### src/rtl/egress_ctrl.sv
// Egress metadata buffer: crossbar words go into external SDP memory and are replayed to the interface in order.
// Latency: a write from empty shows out_valid 3 cycles later; sustained rate is one word every 2 cycles.
// Backpressure: out_ready=0 holds the word steady; writes arriving while full are dropped and counted.
module egress_ctrl #(
    parameter int PACKET_CNT = 1024,
    parameter int META_WIDTH = 32,
    parameter int AF_MARGIN  = 4,
    localparam int AW        = $clog2(PACKET_CNT)
) (
    input  logic                  clk,
    input  logic                  reset,
    input  logic                  wr_req,
    input  logic [META_WIDTH-1:0] wr_data,
    output logic                  mem_we,
    output logic [AW-1:0]         mem_wa,
    output logic [META_WIDTH-1:0] mem_d,
    output logic [AW-1:0]         mem_ra,
    input  logic [META_WIDTH-1:0] mem_q,
    output logic                  out_valid,
    output logic [META_WIDTH-1:0] out_data,
    input  logic                  out_ready,
    output logic                  full,
    output logic                  almost_full,
    output logic [AW:0]           count,
    output logic [15:0]           drop_cnt
);

    localparam logic [AW:0]   CNT_FULL = (AW+1)'(PACKET_CNT);
    localparam logic [AW:0]   CNT_AF   = (AW+1)'(PACKET_CNT - AF_MARGIN);
    localparam logic [AW:0]   CNT_ONE  = (AW+1)'(1);
    localparam logic [AW-1:0] IDX_ONE  = AW'(1);

    typedef enum logic [1:0] {
        IDLE  = 2'd0,
        FETCH = 2'd1,
        HOLD  = 2'd2
    } rd_state_t;

    rd_state_t     state;
    logic [AW-1:0] wr_idx;
    logic [AW-1:0] rd_idx;
    logic          wr_acc;
    logic          wr_drop;
    logic          pop;

    // Flags decode the registered count only, so wr_req/out_ready never reach full/almost_full.
    assign full        = (count == CNT_FULL);
    assign almost_full = (count >= CNT_AF);

    // Write admission uses the pre-pop count: a pop in the same cycle does not make room.
    assign wr_acc  = reset & wr_req & ~full;
    assign wr_drop = reset & wr_req & full;
    assign pop     = (state == HOLD) & out_ready;

    assign mem_we = wr_acc;
    assign mem_wa = wr_idx;
    assign mem_d  = wr_data;
    // Read address is always the head; the held word stays counted so it cannot be overwritten.
    assign mem_ra = rd_idx;

    // Pointers and occupancy; pointers wrap naturally at the power-of-two depth.
    always_ff @(posedge clk) begin
        if (!reset) begin
            wr_idx <= '0;
            rd_idx <= '0;
            count  <= '0;
        end else begin
            if (wr_acc)
                wr_idx <= wr_idx + IDX_ONE;
            if (pop)
                rd_idx <= rd_idx + IDX_ONE;
            case ({wr_acc, pop})
                2'b10:   count <= count + CNT_ONE;
                2'b01:   count <= count - CNT_ONE;
                default: count <= count;
            endcase
        end
    end

    // Saturating counter of writes rejected because the buffer was full.
    always_ff @(posedge clk) begin
        if (!reset) begin
            drop_cnt <= '0;
        end else if (wr_drop && (drop_cnt != 16'hFFFF)) begin
            drop_cnt <= drop_cnt + 16'd1;
        end
    end

    // Read FSM: FETCH waits a cycle for mem_q at the head address, HOLD presents it until accepted.
    always_ff @(posedge clk) begin
        if (!reset) begin
            state     <= IDLE;
            out_valid <= 1'b0;
            out_data  <= '0;
        end else begin
            case (state)
                IDLE: begin
                    out_valid <= 1'b0;
                    if (count != '0)
                        state <= FETCH;
                end
                FETCH: begin
                    out_data  <= mem_q;
                    out_valid <= 1'b1;
                    state     <= HOLD;
                end
                HOLD: begin
                    if (out_ready) begin
                        out_valid <= 1'b0;
                        state     <= (count > CNT_ONE) ? FETCH : IDLE;
                    end
                end
                default: begin
                    out_valid <= 1'b0;
                    state     <= IDLE;
                end
            endcase
        end
    end

endmodule

### config.mk
export PLATFORM = sky130hd
export DESIGN_NAME = egress_ctrl
export DESIGN_NICKNAME = d
export VERILOG_FILES = /design/src/rtl/egress_ctrl.sv
export SDC_FILE = /design/constraint.sdc
export NUM_CORES = 1
export LEC_CHECK = 0
export BUFFER_PORTS_ARGS = -buffer_cell sky130_fd_sc_hd__buf_2
export CORE_MARGIN = 4
export CORE_UTILIZATION = 48
export DETAILED_ROUTE_END_ITERATION = 12
export PLACE_DENSITY = 0.9
export SETUP_SLACK_MARGIN = 0.2
export SYNTH_ARGS = -nofsm -noshare
export SYNTH_HDL_FRONTEND = slang
export SYNTH_SLANG_ARGS = --single-unit
### constraint.sdc
create_clock -name clk -period 4.2 [get_ports clk]
set_clock_uncertainty 0.2 [all_clocks]
set_input_delay 0 -clock clk [delete_from_list [all_inputs] [get_ports clk]]
set_output_delay 0 -clock clk [all_outputs]
set_load 0.01 [all_outputs]
==> reports/metrics.yaml <==
setup_path:
  arrival_ps: 3730
  r2r-end: "count[8]$_SDFFE_PN0P_"
  critPathRequiredTime_ps: 4260
  critPathMaxFanout: 12
  reg2reg_slack_ps: 530
  end_kind: "flip-flop"
  start_kind: "flip-flop"
  crit_type: "flip-flop to flip-flop"
  rr_startpoint: "count[6]$_SDFFE_PN0P_"
  worstRegToRegCells: 8
power:
  ir_drop_uv: 147
  leakage_nw: 2.17
  finalPower_mw: 1.79
  pwr_density_cell_nw_per_um2: 333
routing:
  m1WireLength_mm: 4.75
  dr_wl_met3_um: 948
  num_vias: 4169
  dr.pass1.iters: 5
  viasPerCell: 5.59
  wl_mm: 11.5
  route.detailed.wl_per_inst_um: 15.4
  drc: 0
  top_layer_used: "met4"
  drt_iter0_markers: 243
  postRouteAntennaNets: 0
  wl_met2_mm: 5.55
clock_network:
  cts_tree: "built"
  cts_buffer_depth: 2
  cts_setup_buffers: 0
  cts_buffers: 9
  postCtsHoldBufs: 68
  post_cts_resized: 0
  htreeDepth: 3
  clockRootBuffer: "clkbuf_8"
  clock_sinks: 82
  clk_latency_ps: 340
  cts.reportedPaths.clkPinSlew_ps: 90
final_layout:
  fin_nets: 712
  fill_cells: 690
  antenna_cells: 0
  fin_util_pct: 64.6
  layout.cells.non_filler: 746
  area_growth_pct: 30.0
  drive_above_1_share_pct: 23.1
synthesis:
  yosysUniqueCellTypes: 57
  synth_edf_count: 0
  synthCells: 500
  synth-seq-cells: 82
  syn_area_um2: 4120
  ys_seq_area_share_pct: 39.8
  ys_warn_count: 0
  syn-num-nets: 576
  async_flop_share_pct: 0
  synthFlopType: "dfxtp_1"
  syn_avg_cell_area_um2: 8.24
min_path:
  worstHoldEndpoint: "out_data[21]$_SDFFE_PN0P_"
  hold_depth: 4
  min_from: "mem_q[21]"
  worstHoldPathType: "primary input to flip-flop"
placed_design:
  dp_hpwl_mm: 7.25
  port_buffers: 118
  gp_congestion: 0.901
  placed_cells: 662
  place_ws_ps: 723
sta:
  finalWorstSetupSlack_ps: 534
  worstMarginPinSlew_ps: 1250
  setup_viol: 0
  slew_violations: 0
  setup_tns_ps: 0
  hold_viol: 0
  period_share_pct: 87.3
  max_slew_margin_pct: 16.3
  fmax_ghz: 0.273
  period_minus_slack_ps: 3670
  rsz0062_at_grt: "no"
global_route:
  grt_usage_pct: 21.8
  grt_pass1_wl_mm: 18.3
  antenna_found_initial: 0
  grt_max_degree: 68
  grt.overflow.total: 0
  grt_pass1_vias: 3914
flow_run:
  cap_violations: 0
die:
  die_y_um: 101
  start_util_pct: 49.7
  row_count: 33
  core-area_um2: 8300
  fp.dieW_um: 101
  die-area_um2: 10100
  pin_count: 183
status:
  status: "finished, final reports clean"
## state kept, by name, indices dropped and copies added (netlist names)
name       count
count         11
mem_ra        10
mem_wa        10
state          2
drop_cnt      16
out_data      32
out_valid      1
## layout make-up
cell class | instances | area (µm²) | area share, %
Inverter | 15 | 56.3 | 1.05
Sequential cell | 82 | 1640 | 30.6
Tap cell | 105 | 131 | 2.45
Clock buffer | 12 | 145 | 2.71
Clock inverter | 4 | 51.3 | 0.957
Timing Repair Buffer | 187 | 1280 | 23.9
Multi-Input combinational cell | 341 | 2050 | 38.3
## power by group
group / internal, mW / switching, mW / leakage [nW]
Combinational: 0.151 / 0.197 / 1.41
Clock: 0.292 / 0.279 / 0.0966
Sequential: 0.827 / 0.0394 / 0.664
Total: 1.27 / 0.515 / 2.17
## per-layer routing
| layer | global-route usage, % | up-vias |
|---|---|---|
| li1 | - | 2011 |
| met2 | 37.0 | 196 |
| met3 | 5.67 | 23 |
| met1 | 26.9 | 1939 |
| met4 | 7.15 | 0 |
| met5 | 0 | - |
## metrics by stage
stage / cell area, µm² / hold WS [ps]
after floorplan: 4120 / -108
after global placement: 4480 / -200
after detailed placement: 4480 / -200
after CTS: 5360 / 227
after global routing: 5360 / 246
final: 5360 / 247
## cells by family (layout without fill, tap and decap cells)
group / after synthesis / in the layout / synth area share, %
AND/OR/NAND/NOR: 212 / 212 / 27.4
AO/OA/AOI/OAI: 92 / 92 / 13.2
flip-flops: 82 / 82 / 39.8
buffers and inverters: 77 / 218 / 10.6
XOR/XNOR: 16 / 16 / 3.40
multiplexers: 13 / 13 / 3.19
adder cells (fa/ha/maj): 8 / 8 / 2.43
## worst max path at each step
| stage | from | slack (ps) | cells past startpoint | to |
|---|---|---|---|---|
| after floorplan | count[6]$_SDFFE_PN0P_ | 1170 | 10 | count[3]$_SDFFE_PN0P_ |
| after global placement | count[6]$_SDFFE_PN0P_ | 910 | 8 | count[8]$_SDFFE_PN0P_ |
| after detailed placement | count[6]$_SDFFE_PN0P_ | 720 | 8 | count[8]$_SDFFE_PN0P_ |
| after CTS | count[6]$_SDFFE_PN0P_ | 590 | 8 | count[8]$_SDFFE_PN0P_ |
| after global routing | count[6]$_SDFFE_PN0P_ | 270 | 8 | count[8]$_SDFFE_PN0P_ |
| final | count[6]$_SDFFE_PN0P_ | 530 | 8 | count[8]$_SDFFE_PN0P_ |
## placed cells by master, fill, tap and decap left out, types with 10 or more instances in the layout
master         count
xnor2_1           11
inv_1             13
nand4_1           19
dlygate4sd3_1     68
nand2_1           91
buf_2            118
clkbuf_8          10
mux2i_1           12
dfxtp_1           82
nor2_1            20
a21oi_1           54
nand3_1           17
## worst max-delay path: stages, from the launching register on
cell and delay, ps:
dfxtp_1 420, nor4_4 640, a31oi_1 280, nand2_1 170, ha_1 440, nor3b_1 440
or4b_1 490, a211oi_1 300, mux2i_1 220
## synthesized netlist by cell type (all sizes together) (2+ instances only)
library cell  instances  area share, %
a21oi                54            6.6
or4b                  2           0.49
xor2                  5            1.1
mux2i                12            2.9
xnor2                11            2.3
nand4                20            3.4
inv                  14            1.3
and2                  2           0.30
and4                  4           0.85
or3b                  4           0.85
clkbuf               21            1.9
nand2b                8            1.2
or4                   8            1.5
ha                    8            2.4
nand3b                3           0.55
buf                  41            7.3
o21ai                 9            1.1
nor3                  3           0.36
nor4                  9            1.9
nand2                91            8.3
a31oi                 5           0.76
a2111o                2           0.55
dfxtp                82             40
nor4b                 2           0.43
nor2                 21            2.0
o21a                  2           0.36
a211oi                4           0.73
or3                   3           0.46
and3                  4           0.61
o31ai                 9            1.6
nand3                18            2.3
nor2b                 3           0.46
nor3b                 2           0.36
Power figures use the tool's default switching activity.
